File: config.mk
export PLATFORM = sky130hd
export DESIGN_NAME = scroll_window_ctrl
export DESIGN_NICKNAME = d
export VERILOG_FILES = /design/src/rtl/scroll_window_ctrl.sv
export SDC_FILE = /design/constraint.sdc
export NUM_CORES = 1
export LEC_CHECK = 0
export CAP_MARGIN = 0
export CORE_MARGIN = 8
export CORE_UTILIZATION = 40
export CTS_CLUSTER_DIAMETER = 100
export DETAILED_ROUTE_END_ITERATION = 7
export GPL_TIMING_DRIVEN = 0
export PLACE_DENSITY = 0.62
export SLEW_MARGIN = 25
export SYNTH_ARGS = -nofsm -noshare
export SYNTH_HDL_FRONTEND = slang
export SYNTH_SLANG_ARGS = --single-unit
File: constraint.sdc
create_clock -name clk -period 6.68 [get_ports clk]
set_input_delay 1.002 -clock clk [delete_from_list [all_inputs] [get_ports clk]]
set_output_delay 1.002 -clock clk [all_outputs]
set_load 0.05 [all_outputs]
File: src/rtl/scroll_window_ctrl.sv
// scroll_window_ctrl: scrolling DIGITS-nibble window over a message held in an internal nibble buffer.
// Latency: a full window load takes DIGITS+1 cycles; each scroll advance takes 2 cycles after the advance cycle.
// Backpressure: none; writes are accepted every cycle, and step/reload/run are ignored while busy (LOAD/FETCH).
module scroll_window_ctrl #(
  parameter int DIGITS   = 8,
  parameter int DEPTH    = 64,
  parameter int TICK_DIV = 100000000,
  parameter int AW       = $clog2(DEPTH)
) (
  input  logic                clk,
  input  logic                reset,
  input  logic                wr_en,
  input  logic [AW-1:0]       wr_addr,
  input  logic [3:0]          wr_data,
  input  logic [AW:0]         msg_len,
  input  logic                run,
  input  logic                dir,
  input  logic                step,
  input  logic                reload,
  output logic [4*DIGITS-1:0] disp_val,
  output logic [AW-1:0]       pos,
  output logic                busy,
  output logic                wrap
);

  localparam int DW = (TICK_DIV > 1) ? $clog2(TICK_DIV) : 1;
  localparam int CW = $clog2(DIGITS + 1);
  localparam logic [DW-1:0] DIV_LAST = DW'(TICK_DIV - 1);
  localparam logic [CW-1:0] LD_LAST  = CW'(DIGITS);
  localparam logic [AW:0]   LEN_MAX  = (AW+1)'(DEPTH);

  typedef enum logic [1:0] {
    IDLE  = 2'd0,
    LOAD  = 2'd1,
    SHOW  = 2'd2,
    FETCH = 2'd3
  } state_t;

  state_t state;
  state_t next_state;

  // Message buffer and its registered read port
  logic [3:0]    mem [DEPTH];
  logic [3:0]    rd_data;
  logic [AW-1:0] rd_addr;

  // Latched message length and the index just past the window's last digit.
  // rd_idx always equals (pos + DIGITS) mod len once a window is built, so a
  // left scroll reads it directly and no modulo hardware is needed.
  logic [AW:0]   len;
  logic [AW-1:0] len_last;
  logic [AW-1:0] rd_idx;

  logic [CW-1:0] ld_cnt;
  logic [DW-1:0] div_cnt;
  logic          fetch_ph;
  logic          fetch_dir;

  logic [AW:0]   len_clamp;
  logic [AW-1:0] load_start;
  logic [AW-1:0] rd_idx_inc;
  logic [AW-1:0] rd_idx_dec;
  logic [AW-1:0] pos_inc;
  logic [AW-1:0] pos_dec;
  logic          advance;

  logic          load_enter;
  logic          load_shift;
  logic          load_read;
  logic          fetch_shift;
  logic          fetch_enter;

  logic [4*DIGITS-1:0] disp_shl;
  logic [4*DIGITS-1:0] disp_shr;

  function automatic logic [AW-1:0] idx_inc(input logic [AW-1:0] idx, input logic [AW-1:0] last);
    return (idx == last) ? '0 : idx + AW'(1);
  endfunction

  function automatic logic [AW-1:0] idx_dec(input logic [AW-1:0] idx, input logic [AW-1:0] last);
    return (idx == '0) ? last : idx - AW'(1);
  endfunction

  // Shift helpers: new nibble enters at the LSB (left scroll/load) or at the MSB (right scroll)
  generate
    if (DIGITS == 1) begin : g_one_digit
      assign disp_shl = rd_data;
      assign disp_shr = rd_data;
    end else begin : g_multi_digit
      assign disp_shl = {disp_val[4*DIGITS-5:0], rd_data};
      assign disp_shr = {rd_data, disp_val[4*DIGITS-1:4]};
    end
  endgenerate

  // Length clamping, wrap-around index arithmetic and the advance condition
  always_comb begin
    len_clamp = msg_len;
    if (msg_len == '0) begin
      len_clamp = (AW+1)'(1);
    end else if (msg_len > LEN_MAX) begin
      len_clamp = LEN_MAX;
    end
    // A shorter new message may leave pos out of range; restart at its head then.
    load_start = ({1'b0, pos} >= len_clamp) ? '0 : pos;
    len_last   = AW'(len - (AW+1)'(1));
    rd_idx_inc = idx_inc(rd_idx, len_last);
    rd_idx_dec = idx_dec(rd_idx, len_last);
    pos_inc    = idx_inc(pos, len_last);
    pos_dec    = idx_dec(pos, len_last);
    advance    = (div_cnt == DIV_LAST) || step;
  end

  // State register
  always_ff @(posedge clk or posedge reset) begin
    if (reset) begin
      state <= IDLE;
    end else begin
      state <= next_state;
    end
  end

  // Next-state logic; run=0 wins over reload, which wins over an advance
  always_comb begin
    next_state = state;
    case (state)
      IDLE: begin
        if (run) begin
          next_state = LOAD;
        end
      end
      LOAD: begin
        if (ld_cnt == LD_LAST) begin
          next_state = SHOW;
        end
      end
      SHOW: begin
        if (!run) begin
          next_state = IDLE;
        end else if (reload) begin
          next_state = LOAD;
        end else if (advance) begin
          next_state = FETCH;
        end
      end
      FETCH: begin
        if (fetch_ph) begin
          next_state = SHOW;
        end
      end
      default: next_state = IDLE;
    endcase
  end

  // Output/control decode: buffer read address and datapath strobes
  always_comb begin
    rd_addr     = rd_idx;
    load_enter  = (next_state == LOAD) && (state != LOAD);
    load_read   = (state == LOAD) && (ld_cnt != LD_LAST);
    load_shift  = (state == LOAD) && (ld_cnt != '0);
    fetch_enter = (state == SHOW) && (next_state == FETCH);
    fetch_shift = (state == FETCH) && fetch_ph;
    if ((state == FETCH) && !fetch_ph && fetch_dir) begin
      rd_addr = pos_dec;
    end
  end

  // Buffer write port; contents deliberately survive reset
  always_ff @(posedge clk) begin
    if (wr_en) begin
      mem[wr_addr] <= wr_data;
    end
  end

  // Registered read; a same-cycle write to the same address returns the old nibble
  always_ff @(posedge clk or posedge reset) begin
    if (reset) begin
      rd_data <= '0;
    end else begin
      rd_data <= mem[rd_addr];
    end
  end

  // Scroll time base: counts only while staying in SHOW, cleared otherwise
  always_ff @(posedge clk or posedge reset) begin
    if (reset) begin
      div_cnt <= '0;
    end else if ((state == SHOW) && (next_state == SHOW)) begin
      div_cnt <= div_cnt + DW'(1);
    end else begin
      div_cnt <= '0;
    end
  end

  // Window datapath: length latch, load sequencing, fetch shifting, pos and wrap
  always_ff @(posedge clk or posedge reset) begin
    if (reset) begin
      len       <= (AW+1)'(1);
      pos       <= '0;
      rd_idx    <= '0;
      ld_cnt    <= '0;
      fetch_ph  <= 1'b0;
      fetch_dir <= 1'b0;
      disp_val  <= '0;
      busy      <= 1'b0;
      wrap      <= 1'b0;
    end else begin
      wrap <= 1'b0;
      busy <= (next_state == LOAD) || (next_state == FETCH);

      if (load_enter) begin
        len    <= len_clamp;
        pos    <= load_start;
        rd_idx <= load_start;
        ld_cnt <= '0;
      end else if (state == LOAD) begin
        ld_cnt <= ld_cnt + CW'(1);
        if (load_read) begin
          rd_idx <= rd_idx_inc;
        end
      end

      if (load_shift) begin
        disp_val <= disp_shl;
      end

      if (fetch_enter) begin
        fetch_dir <= dir;
        fetch_ph  <= 1'b0;
      end else if (state == FETCH) begin
        fetch_ph <= ~fetch_ph;
      end

      if (fetch_shift) begin
        if (fetch_dir) begin
          disp_val <= disp_shr;
          pos      <= pos_dec;
          rd_idx   <= rd_idx_dec;
          wrap     <= (pos == '0);
        end else begin
          disp_val <= disp_shl;
          pos      <= pos_inc;
          rd_idx   <= rd_idx_inc;
          wrap     <= (pos == len_last);
        end
      end
    end
  end

endmodule

==> reports/results.ini <==
[outcome]
status = finished, final reports clean

[floorplanning]
die_x_microns = 213
die_y_microns = 213
top_level_ports = 64
start_util_pct = 40.3
std_cell_rows = 72
core_area_sq_mm = 0.0384
die-area_sq_mm = 0.0452

[logic_synthesis]
synth_top_flop_cell = edfxtp_1
syn_nets = 1336
synth_seq_cells = 346
synth_cell_types = 74
synth_top_area_share_pct = 49.7
synthArstFlopShare_pct = 26.0
yosys.area.top_type = edfxtp_1
synth_edf_count = 256
synthesis.area_sq_mm = 0.0155
yosysWarnings = 0
synth_area_per_cell_sq_um = 11.9
synth-seq-area-share_pct = 64.2
synth_area_leaders = edfxtp_1 50%, dfrtp_1 14%, nand2_1 5.8%
syn_inst = 1297

[clock_network]
cts_tree = built
cts_root_buf = clkbuf_16
postCtsResizedCells = 0
cts_made_buffers = 36
insertion_delay_ns = 0.54
cts_hold_buf = 0
postCtsSetupBuffers = 0
htreeDepth = 2
clkTransAtPathRegs_ns = 0.06
cts.path.max_buffers = 3
clock_sinks = 346

[timing]
finalHoldViolations = 0
worstMarginPinSlew_ns = 0.948
tns_ns = 0
finalSetupViolations = 0
finalCritPeriodShare_pct = 72.3
rsz0062_at_grt = false
max_freq_mhz = 207
fin_skew_ns = 0.0144
relSlewSlack_pct = 36.2
fin_ws_ns = 1.85
fin_crit_ns = 4.83
finalMaxSlewViolations = 0

[critical_path]
cp-end-kind = flop
worstPathArrival_ns = 5.17
crit_path_frequent_cell = clkbuf_1
cp_max_fo = 10
path_class = reg -> reg
cpPeakStageDelay_ns = 0.72
reg2reg_setup_slack_ns = 1.85
cp.required_ns = 7.02
cpMaxStageDelayCell = a2111oi_0
crit_buf_inv = 4
path_cells = clkbuf_1 > inv_1 > ha_1 > xor2_1 > o211ai_1 > and2_1 > buf_4 > nor2_1 > clkbuf_1 > a31oi_1 > o211a_1 > a2111oi_0 > nor4_1
crit_path_start_kind = flop
crit_family = compound AO/OA/AOI/OAI gates

[min_path]
hold_class = reg -> reg

[global_routing]
grt_pass1_wl_microns = 62900
track_usage_pct = 18.0
grt_pass1_vias = 10747
antenna_found_initial = 0
grt-ovfl-total = 0
grt_max_degree = 65

[final_layout]
final_nets = 1436
drive_gt1_share_pct = 8.22
seqCellArea_sq_mm = 0.00994
diodes = 0
layout_common_cells = 256 x edfxtp_1, 238 x nand2_1, 125 x nor2_1
final_common_cell = edfxtp_1
utilization_pct = 47.1
area_delta_synth_final_pct = 16.7
multi_input_area_sq_mm = 0.00512
num-fill-cells = 3491

[routing]
avgViaCountPerCell = 5.59
drc_errors = 0
drtIter0Drc = 1024
route.vias.total = 10857
post_drt_wl_per_cell_microns = 21.2
ant_nets = 0
routed_wl_microns = 41100
dr.pass1.iters = 5

[power]
power_density_mw_per_mm2 = 462
p_leak_nw = 6.54
vdd_drop_max_v = 0.000202

[placement]
gp_congestion = 0.886
port_buffers = 58
place_ws_ns = 1.95
hpwl_microns = 27800

[flow_run]
max_cap_viol_count = 0

==> synth_stat cells (all sizes together) (3+ instances only) <==
cell and count:
a22oi 44, a31oi 22, nor2 127, o31ai 5
a221o 18, ha 15, nor4 6, a2111oi 12
o211ai 7, xnor2 25, or4 4, or3b 3
a21boi 13, edfxtp 256, mux4 7, xor2 21
o21ai 22, nor2b 8, dfrtp 89, nand2b 11
o211a 13, and3 15, or2 3, a32oi 4
nand4b 3, nand3 40, nand2 238, and4b 4
or3 6, mux2i 26, buf 31, nand4 6
nor3 16, a21o 3, a21oi 60, and2 9
nand3b 3, clkbuf 47, inv 15, a211oi 13
==> area by class of cell <==
cell class / instances / share of cell area (%)
tap: 518 / 3.59
timing repair buffer: 62 / 3.69
sequential: 346 / 55.1
buffer: 78 / 2.02
clock buffer: 50 / 5.74
inverter: 15 / 0.340
clock inverter: 15 / 1.23
multi-input combinational: 858 / 28.3
==> path summary, 6_finish.rpt <==
path,startpoint,endpoint,cells past startpoint
min,div_cnt[0]$_DFF_PP0_,div_cnt[0]$_DFF_PP0_,1
min reg2reg,div_cnt[0]$_DFF_PP0_,div_cnt[0]$_DFF_PP0_,1
max,len[0]$_DFFE_PP1P_,rd_data[2]$_DFF_PP0_,13
max reg2reg,len[0]$_DFFE_PP1P_,rd_data[2]$_DFF_PP0_,13
max in group asynchronous,reset,len[0]$_DFFE_PP1P_,3
min in group asynchronous,reset,div_cnt[5]$_DFF_PP0_,2
==> report_power, final <==
part	internal, W	switching (W)
Clock	0.00128	0.000836
Combinational	0.00120	0.00235
Sequential	0.00250	0.000176
==> stage by stage <==
step,hold slack (ns),total power (W),std cells,area (sq um)
6_report,0.503,0.00835,1942,18100
2_1_floorplan,0.448,0.00504,1297,15500
4_1_cts,0.498,0.00836,1942,18000
3_3_place_gp,0.477,0.00618,1873,16700
5_1_grt,0.517,0.00875,1942,18100
3_5_place_dp,0.488,0.00623,1877,16800
==> registers in the layout (all words and copies together), names as in the netlist <==
register and flops:
mem 256, wrap 1, len 6, fetch_dir 1
busy 1, div_cnt 27, pos 6, disp_val 32
ld_cnt 4, state 1, rd_data 4, rd_idx 6
fetch_ph 1
==> kinds of logic (layout without fill, tap and decap cells) <==
logic type	count (synthesis)	count (layout)	share of synthesized area (%)
fa+ha+maj	15	15	1.21
xor+xnor	46	46	2.60
flops	346	346	64.2
buf+inv	93	220	2.73
mux	35	35	2.85
simple gates	509	509	14.7
compound gates	253	253	11.6
==> per-layer routing <==
metal	GRT usage [%]	share of wire, %
met3	2.70	6.5
met4	5.97	2.9
met5	0	0
met2	29.8	48
met1	24.1	43
==> worst register-to-register path: stages, from the launching register on <==
cell and delay, ns:
dfstp_2 0.51, clkbuf_1 0.31, inv_1 0.17, ha_1 0.25, xor2_1 0.58, o211ai_1 0.23, and2_1 0.18, buf_4 0.17
nor2_1 0.43, clkbuf_1 0.45, a31oi_1 0.22, o211a_1 0.19, a2111oi_0 0.72, nor4_1 0.24
No activity file was read; power rests on OpenSTA's default activity.
